### config.mk
export PLATFORM = sky130hd
export DESIGN_NAME = id_ex_stage
export DESIGN_NICKNAME = d
export VERILOG_FILES = /design/src/rtl/armv8_pipe_pkg.sv /design/src/rtl/load_use_hazard.sv /design/src/rtl/id_ex_stage.sv
export SDC_FILE = /design/constraint.sdc
export NUM_CORES = 1
export LEC_CHECK = 0
export ABC_CLOCK_PERIOD_IN_PS = 2650
export CORE_AREA = 2 2 201 203
export CTS_BUF_LIST = sky130_fd_sc_hd__clkbuf_4
export CTS_CLUSTER_DIAMETER = 50
export DETAILED_ROUTE_END_ITERATION = 10
export DIE_AREA = 0 0 203 205
export PLACE_DENSITY = 0.53
export SKIP_CTS_REPAIR_TIMING = 1
export SLEW_MARGIN = 20
export SYNTH_ARGS = -nofsm -noshare
export SYNTH_HDL_FRONTEND = slang
export SYNTH_SLANG_ARGS = --single-unit
export TNS_END_PERCENT = 10
### constraint.sdc
create_clock -name clk_i -period 2.65 [get_ports clk_i]
set_clock_uncertainty 0.15 [all_clocks]
set_input_delay 0.53 -clock clk_i [delete_from_list [all_inputs] [get_ports clk_i]]
set_output_delay 0.53 -clock clk_i [all_outputs]
set_load 0.01 [all_outputs]
### src/rtl/armv8_pipe_pkg.sv
// Shared widths, control-word bit layout and operand-select helper for the ARMv8 pipeline.
// Defining ID_EX_XZR_EN makes index 31 the zero register (XZR) instead of an ordinary register.
package armv8_pipe_pkg;

    localparam int DATA_W = 64;
    localparam int ADDR_W = 5;
    localparam int CTRL_W = 10;

    // id_ctrl = {RegWrite, MemRead, MemWrite, MemToReg, ALUSrc, Branch, ALUOp[3:0]}
    localparam int CTRL_REGWRITE  = 9;
    localparam int CTRL_MEMREAD   = 8;
    localparam int CTRL_MEMWRITE  = 7;
    localparam int CTRL_MEMTOREG  = 6;
    localparam int CTRL_ALUSRC    = 5;
    localparam int CTRL_BRANCH    = 4;
    localparam int CTRL_ALUOP_MSB = 3;
    localparam int CTRL_ALUOP_LSB = 0;

    localparam logic [ADDR_W-1:0] XZR_IDX = ADDR_W'(31);

    // The RF write lands on the same edge as capture, so a matching writeback is forwarded here.
    function automatic logic [DATA_W-1:0] sel_operand(
        input logic [ADDR_W-1:0] src,
        input logic [DATA_W-1:0] rf_data,
        input logic              wb_en,
        input logic [ADDR_W-1:0] wb_rd,
        input logic [DATA_W-1:0] wb_data
    );
        logic [DATA_W-1:0] res;
        res = (wb_en && (wb_rd == src)) ? wb_data : rf_data;
`ifdef ID_EX_XZR_EN
        if (src == XZR_IDX) res = '0;
`endif
        return res;
    endfunction

endpackage

### src/rtl/load_use_hazard.sv
// Combinational load-use hazard detect between the EX slot and the instruction in decode.
// With ID_EX_XZR_EN defined, a load targeting index 31 never raises a hazard.
module load_use_hazard
    import armv8_pipe_pkg::*;
(
    input  logic              ex_valid_i,
    input  logic              ex_memread_i,
    input  logic [ADDR_W-1:0] ex_rd_i,
    input  logic              id_valid_i,
    input  logic [ADDR_W-1:0] id_rn_i,
    input  logic [ADDR_W-1:0] id_rm_i,
    input  logic              id_use_rn_i,
    input  logic              id_use_rm_i,
    input  logic              flush_i,
    output logic              hazard_o
);

    logic rd_ok;
    logic src_match;

`ifdef ID_EX_XZR_EN
    assign rd_ok = (ex_rd_i != XZR_IDX);
`else
    assign rd_ok = 1'b1;
`endif

    assign src_match = (id_use_rn_i && (ex_rd_i == id_rn_i)) ||
                       (id_use_rm_i && (ex_rd_i == id_rm_i));

    assign hazard_o = ex_valid_i && ex_memread_i && rd_ok && src_match &&
                      id_valid_i && !flush_i;

endmodule

### src/rtl/id_ex_stage.sv
// ID/EX pipeline register with writeback bypass, load-use bubble insertion and flush/hold.
// ID_EX_XZR_EN (optional) treats register index 31 as XZR for operands and hazards.
module id_ex_stage
    import armv8_pipe_pkg::*;
(
    input  logic              clk_i,
    input  logic              rst_n_i,
    input  logic              id_valid_i,
    input  logic [ADDR_W-1:0] id_rn_i,
    input  logic [ADDR_W-1:0] id_rm_i,
    input  logic [ADDR_W-1:0] id_rd_i,
    input  logic              id_use_rn_i,
    input  logic              id_use_rm_i,
    input  logic [DATA_W-1:0] id_rd1_i,
    input  logic [DATA_W-1:0] id_rd2_i,
    input  logic [DATA_W-1:0] id_imm_i,
    input  logic [CTRL_W-1:0] id_ctrl_i,
    input  logic              wb_regwrite_i,
    input  logic [ADDR_W-1:0] wb_rd_i,
    input  logic [DATA_W-1:0] wb_data_i,
    input  logic              flush_i,
    input  logic              hold_i,
    output logic              ex_valid_o,
    output logic [DATA_W-1:0] ex_op1_o,
    output logic [DATA_W-1:0] ex_op2_o,
    output logic [DATA_W-1:0] ex_imm_o,
    output logic [ADDR_W-1:0] ex_rn_o,
    output logic [ADDR_W-1:0] ex_rm_o,
    output logic [ADDR_W-1:0] ex_rd_o,
    output logic [CTRL_W-1:0] ex_ctrl_o,
    output logic              stall_o
);

    logic              valid_q, valid_d;
    logic [DATA_W-1:0] op1_q, op1_d, op2_q, op2_d, imm_q, imm_d;
    logic [ADDR_W-1:0] rn_q, rn_d, rm_q, rm_d, rd_q, rd_d;
    logic [CTRL_W-1:0] ctrl_q, ctrl_d;
    logic              hazard;

    load_use_hazard u_hazard (
        .ex_valid_i   (valid_q),
        .ex_memread_i (ctrl_q[CTRL_MEMREAD]),
        .ex_rd_i      (rd_q),
        .id_valid_i   (id_valid_i),
        .id_rn_i      (id_rn_i),
        .id_rm_i      (id_rm_i),
        .id_use_rn_i  (id_use_rn_i),
        .id_use_rm_i  (id_use_rm_i),
        .flush_i      (flush_i),
        .hazard_o     (hazard)
    );

    // Held in reset, upstream must not see a freeze request even if hold is asserted.
    assign stall_o = rst_n_i && (hold_i || hazard);

    always_comb begin
        valid_d = valid_q;
        ctrl_d  = ctrl_q;
        op1_d   = op1_q;
        op2_d   = op2_q;
        imm_d   = imm_q;
        rn_d    = rn_q;
        rm_d    = rm_q;
        rd_d    = rd_q;
        if (flush_i) begin
            valid_d = 1'b0;
            ctrl_d  = '0;
        end else if (hold_i) begin
            valid_d = valid_q;
        end else if (hazard) begin
            valid_d = 1'b0;
            ctrl_d  = '0;
        end else begin
            valid_d = id_valid_i;
            ctrl_d  = id_valid_i ? id_ctrl_i : '0;
            op1_d   = sel_operand(id_rn_i, id_rd1_i, wb_regwrite_i, wb_rd_i, wb_data_i);
            op2_d   = sel_operand(id_rm_i, id_rd2_i, wb_regwrite_i, wb_rd_i, wb_data_i);
            imm_d   = id_imm_i;
            rn_d    = id_rn_i;
            rm_d    = id_rm_i;
            rd_d    = id_rd_i;
        end
    end

    always_ff @(posedge clk_i or negedge rst_n_i) begin
        if (!rst_n_i) begin
            valid_q <= 1'b0;
            ctrl_q  <= '0;
            op1_q   <= '0;
            op2_q   <= '0;
            imm_q   <= '0;
            rn_q    <= '0;
            rm_q    <= '0;
            rd_q    <= '0;
        end else begin
            valid_q <= valid_d;
            ctrl_q  <= ctrl_d;
            op1_q   <= op1_d;
            op2_q   <= op2_d;
            imm_q   <= imm_d;
            rn_q    <= rn_d;
            rm_q    <= rm_d;
            rd_q    <= rd_d;
        end
    end

    assign ex_valid_o = valid_q;
    assign ex_ctrl_o  = ctrl_q;
    assign ex_op1_o   = op1_q;
    assign ex_op2_o   = op2_q;
    assign ex_imm_o   = imm_q;
    assign ex_rn_o    = rn_q;
    assign ex_rm_o    = rm_q;
    assign ex_rd_o    = rd_q;

endmodule

# Word level (Yosys, flattened, before mapping)
# Cells that the tools add are included.
[totals] word_cells=38 register_bits=218 output_inout_bits=219 input_bits=294
[classes] bitwise=3 eq_ne=5 mux=9 reduce_logical=13
[op_table] cell="$mux W64" count=2
[op_table] cell="$mux W10" count=4
[op_table] cell="$eq A5 B5 Y1" count=4
[op_table] cell="$logic_and A1 B1 Y1" count=9
[op_table] cell="$mux W1" count=3
[op_table] cell="$not A1 Y1" count=3
[op_table] cell="$reduce_and A3 Y1" count=1
[op_table] cell="$logic_or A1 B1 Y1" count=2
[op_table] cell="$ne A2 B2 Y1 const B" count=1
[op_table] cell="$logic_not A1 Y1" count=1

# Depth between registers and ports, before layout
[logic_depth] word_depth=9 depth_mapped=7 ltp_nobuf=5

# Modules after synthesis
# A second synthesis with hierarchy kept.
[hier_totals] hier_cells=925 hier_area_um2=9507.9
[modules_own_cells] mod="id_ex_stage" area_per_inst_um2=9381.5 cells_per_inst=909 seq_area_each_um2=5455.2 instances=1
[modules_own_cells] mod="load_use_hazard" area_per_inst_um2=126.4 cells_per_inst=16 seq_area_each_um2=0.0 instances=1

# Worst setup path before layout
# OpenSTA, ideal clock, no wires.
[synth_path] kind="input -> output" startpoint="input port flush_i" endpoint="output port stall_o" stages=6 arrival_ps=1748 setup_slack_ps=222 required_time_ps=1970 n_path_buf=1 path_cell_list="nand4b_4 > nor4_1 > a41oi_2 > and2_1 > buf_2 > nor2b_1"
[synth_via] elab_chain_cells=4
[synth_lines] item="start, declared" line="id_ex_stage.sv:21" text="input logic flush_i,"
[synth_lines] item="$logic_not A1 Y1" line="load_use_hazard.sv:31" text="id_valid_i && !flush_i;"
[synth_lines] item="$logic_and A1 B1 Y1" line="load_use_hazard.sv:31"
[synth_lines] item="$logic_or A1 B1 Y1" line="id_ex_stage.sv:54" text="assign stall_o = rst_n_i && (hold_i || hazard);"
[synth_lines] item="$logic_and A1 B1 Y1" line="id_ex_stage.sv:54"
[synth_lines] item="end, declared" line="id_ex_stage.sv:31" text="output logic stall_o"
# No other way between the ends.

# Worst setup path in the final report
[layout_path] startpoint="register rd_q[0] (netlist: ex_rd_o[0])" endpoint="output port stall_o"
[layout_via] elab_chain_cells=8 elab_cells_between_ends=10 classes_between="eq/ne: 2; reduce/logical: 8"
[layout_lines] item="start, declared" line="id_ex_stage.sv:36" text="logic [ADDR_W-1:0] rn_q, rn_d, rm_q, rm_d, rd_q, rd_d;"
[layout_lines] item="start signal, assigned" line="id_ex_stage.sv:103" text="rd_q <= rd_d;"
[layout_lines] item="$eq A5 B5 Y1 (on tied branches)" line="load_use_hazard.sv:27, load_use_hazard.sv:28"
[layout_lines] item="$logic_and A1 B1 Y1 (on tied branches)" line="load_use_hazard.sv:27, load_use_hazard.sv:28"
[layout_lines] item="$logic_or A1 B1 Y1 (*)" line="load_use_hazard.sv:27" text="assign src_match = (id_use_rn_i && (ex_rd_i == id_rn_i)) ||"
[layout_lines] item="$logic_and A1 B1 Y1 (*) (2 in a row)" line="load_use_hazard.sv:30" text="assign hazard_o = ex_valid_i && ex_memread_i && rd_ok && src_match &&"
[layout_lines] item="$logic_and A1 B1 Y1 (*)" line="load_use_hazard.sv:31"
[layout_lines] item="$logic_or A1 B1 Y1 (*)" line="id_ex_stage.sv:54"
[layout_lines] item="$logic_and A1 B1 Y1 (*)" line="id_ex_stage.sv:54"
# Every way passes the cells marked *; elsewhere a longest branch is shown, timed or not.

==> run_results.csv <==
group,metric,value,unit
status,status,"complete, but fails checks",
status,violations,"setup timing",
floorplan,die-area,41600,um2
synthesis,synth_top_area_cell,"dfrtp_1",
floorplan,boundaryPins,513,
clocking,cts_buffers,68,
timing,layout_min_cycle_time,2.95,ns
clocking,cts_tree,"yes",
clocking,clock-root-buffer,"clkbuf_4",
timing,drv_slew,0,
floorplan,coreArea,39400,um2
pwr,vdd_drop_max,0.309,mV
global_routing,grt_max_degree,120,
worst_setup_path,crit_end,"stall_o",
worst_setup_path,rr_endpoint,"ex_op1_o[41]",
timing,fin_crit_sh,1.11,
timing,setup_violations,1,
worst_hold_path,min_from,"id_imm_i[38]",
timing,relSlewSlack,0.427,
worst_setup_path,reg2regPathDepth,7,
pwr,pwr_density_cell,589,nW/um2
global_routing,overflow,0,
global_routing,antenna_found_initial,1,
synthesis,synthCells,640,
synthesis,synth_common_cells,"dfrtp_1, mux2_2, mux2_1",
global_routing,grt_pass1_vias,8499,
floorplan,initial_utilization,0.253,
worst_setup_path,r2r-start,"ex_rd_o[0]",
worst_setup_path,arrival,2.27,ns
synthesis,ys_warn_count,0,
synthesis,ys_ff_latch,218,
synthesis,yosysSeqAreaShare,0.548,
synthesis,synth.distinct_cells,24,
flow_run,max-cap-violations,0,
worst_setup_path,cp-end-kind,"output pin",
pwr,leakagePower,6.78,nW
routing,routed_wirelength,35000,um
floorplan,die_h,205,um
clocking,insertion_delay,0.70,ns
worst_hold_path,min_path_type,"in -> reg",
routing,drt_iter0_drc,236,
synthesis,synth.avg_cell_area,15.6,um2
cells_and_area,fin_nets,1524,
place,port_buffers,512,
timing,fmax,0.339,GHz
worst_setup_path,cp_max_fo,4,
worst_setup_path,startpoint,"ex_rd_o[0]",
timing,final_hold_viol_count,0,
worst_setup_path,reg2reg_slack,0.12,ns
routing,drc_errors,0,
cells_and_area,area_delta_synth_final,68.2,%
pwr,combinationalPowerShare,0.270,
routing,dr.pass1.iters,4,
place,dp.cells,1683,
worst_setup_path,path_class,"reg -> out",
timing,rsz0062_at_grt,"true",
clocking,clockBufferDepth,3,
clocking,clock-sinks,218,
cells_and_area,final_core_util,0.425,
routing,routedWlPerCell,19.6,um
clocking,clk_pin_slew,0.06,ns
synthesis,synth.most_common_cell,"dfrtp_1",
cells_and_area,final_area,16700,um2
synthesis,synth_fp_nets,934,
pwr,p_switching,2.71,mW
cells_and_area,fin_cells,1788,
synthesis,yosys-top-cells-area,"dfrtp_1, mux2_2, mux2_1, buf_6, xor2_1",
pwr,swShare,0.275,
routing,ant_nets,0,
pwr,clockPowerShare,0.316,
place,gp_congestion,0.797,
synthesis,synth_flop_cell,"dfrtp_1",
routing,vias,7665,
floorplan,num_rows,73,
pwr,seq_power_share,0.414,
timing,setup_ws,-0.298,ns
clocking,htree_levels,3,
pwr,p_int,7.15,mW
floorplan,die_width,203,um
synthesis,synthArstFlopShare,1.00,
synthesis,synth_edf_count,0,
worst_setup_path,start_kind,"flop",
synthesis,synth_top_area_frac,0.548,
cells_and_area,drive_gt1_frac,0.276,
place,dp_hpwl,26300,um
worst_setup_path,cp.required,1.97,ns
global_routing,grtUsageTotal,0.165,
routing,viasPerCell,4.29,
cells_and_area,fill_cells,3733,
timing,worst_pin_slew,0.860,ns
synthesis,netlist_area,9950,um2
place,placed_area,16000,um2
global_routing,grt_pass1_wl,51300,um
-- sequential cells by signal, indices dropped and copies added (netlist names) --
signal      flops
ex_imm_o       64
ex_op2_o       64
ex_valid_o      1
ex_rm_o         5
ex_op1_o       64
ex_rn_o         5
ex_ctrl_o      10
ex_rd_o         5
-- area by class of cell --
cell class              count  area (um2)  share of cell area
flip-flops and latches    218        5460               0.326
diodes                      1        2.50            0.000149
repair buffers            560        5650               0.338
multi-input cells         382        4230               0.252
clock buffers              90         676              0.0404
clock inverters            12        71.3             0.00426
well taps                 525         657              0.0392
-- cell families after synthesis --
family,share of synthesized area
compound gates,0.0153
xor+xnor,0.0176
buf+inv,0.0306
mux,0.378
simple gates,0.0106
flops,0.548
-- how the worst min path moves through the flow --
stage,to,cells past startpoint
2_1_floorplan,ex_ctrl_o[0],0
3_3_place_gp,ex_op2_o[42],1
3_5_place_dp,ex_op1_o[17],1
4_1_cts,ex_imm_o[6],2
5_1_grt,ex_imm_o[58],2
6_report,ex_imm_o[38],2
-- stage by stage --
step	setup WS (ns)	hold slack, ns	setup TNS (ns)	power [mW]
finish	-0.298	0.259	-0.298	9.87
global route	-0.485	0.164	-0.490	10.5
CTS	-0.859	-0.363	-0.859	10.1
detailed placement	-0.600	0.330	-88.37	6.85
global placement	-0.598	0.322	-86.67	6.83
floorplan	0.222	0.0844	0	5.00
-- worst max-delay path, stage by stage, from the launching register on --
cell,delay (ns)
dfrtp_1,0.43
xor2_1,0.17
nor4_2,0.38
nand4_1,0.16
and2_4,0.20
nor2b_1,0.10
buf_2,0.14
-- power groups by stage --
stage	Clock, mW	Combinational (mW)	Sequential [mW]
6_report	3.12	2.66	4.08
5_1_grt	3.50	2.84	4.15
4_1_cts	3.32	2.72	4.09
3_5_place_dp	0	2.70	4.14
3_3_place_gp	0	2.71	4.12
2_1_floorplan	0	0.640	4.36
-- layout by cell type, fill, tap and decap left out, types with 2 or more instances in the layout --
| master | netlist | final |
|---|---|---|
| clkdlybuf4s50_1 | 0 | 510 |
| a41oi_2 | 2 | 2 |
| mux2_2 | 193 | 193 |
| clkbuf_4 | 0 | 90 |
| a32o_1 | 10 | 10 |
| xor2_1 | 14 | 14 |
| nor4_1 | 3 | 2 |
| and3_4 | 0 | 2 |
| buf_4 | 1 | 34 |
| dfrtp_1 | 218 | 217 |
| nor2b_1 | 3 | 3 |
| nor4_2 | 1 | 2 |
| mux2_1 | 140 | 140 |
| clkinv_1 | 0 | 6 |
| xnor2_1 | 6 | 6 |
| buf_12 | 0 | 13 |
| inv_2 | 0 | 5 |
-- routing by layer --
| metal | track usage | share of wire | up-vias |
|---|---|---|---|
| li1 | - | - | 3538 |
| met1 | 0.172 | 0.37 | 3709 |
| met2 | 0.284 | 0.50 | 371 |
| met3 | 0.0743 | 0.11 | 47 |
| met4 | 0.0743 | 0.025 | 0 |
| met5 | 0 | 0 | - |
No activity file was read; power rests on OpenSTA's default activity.
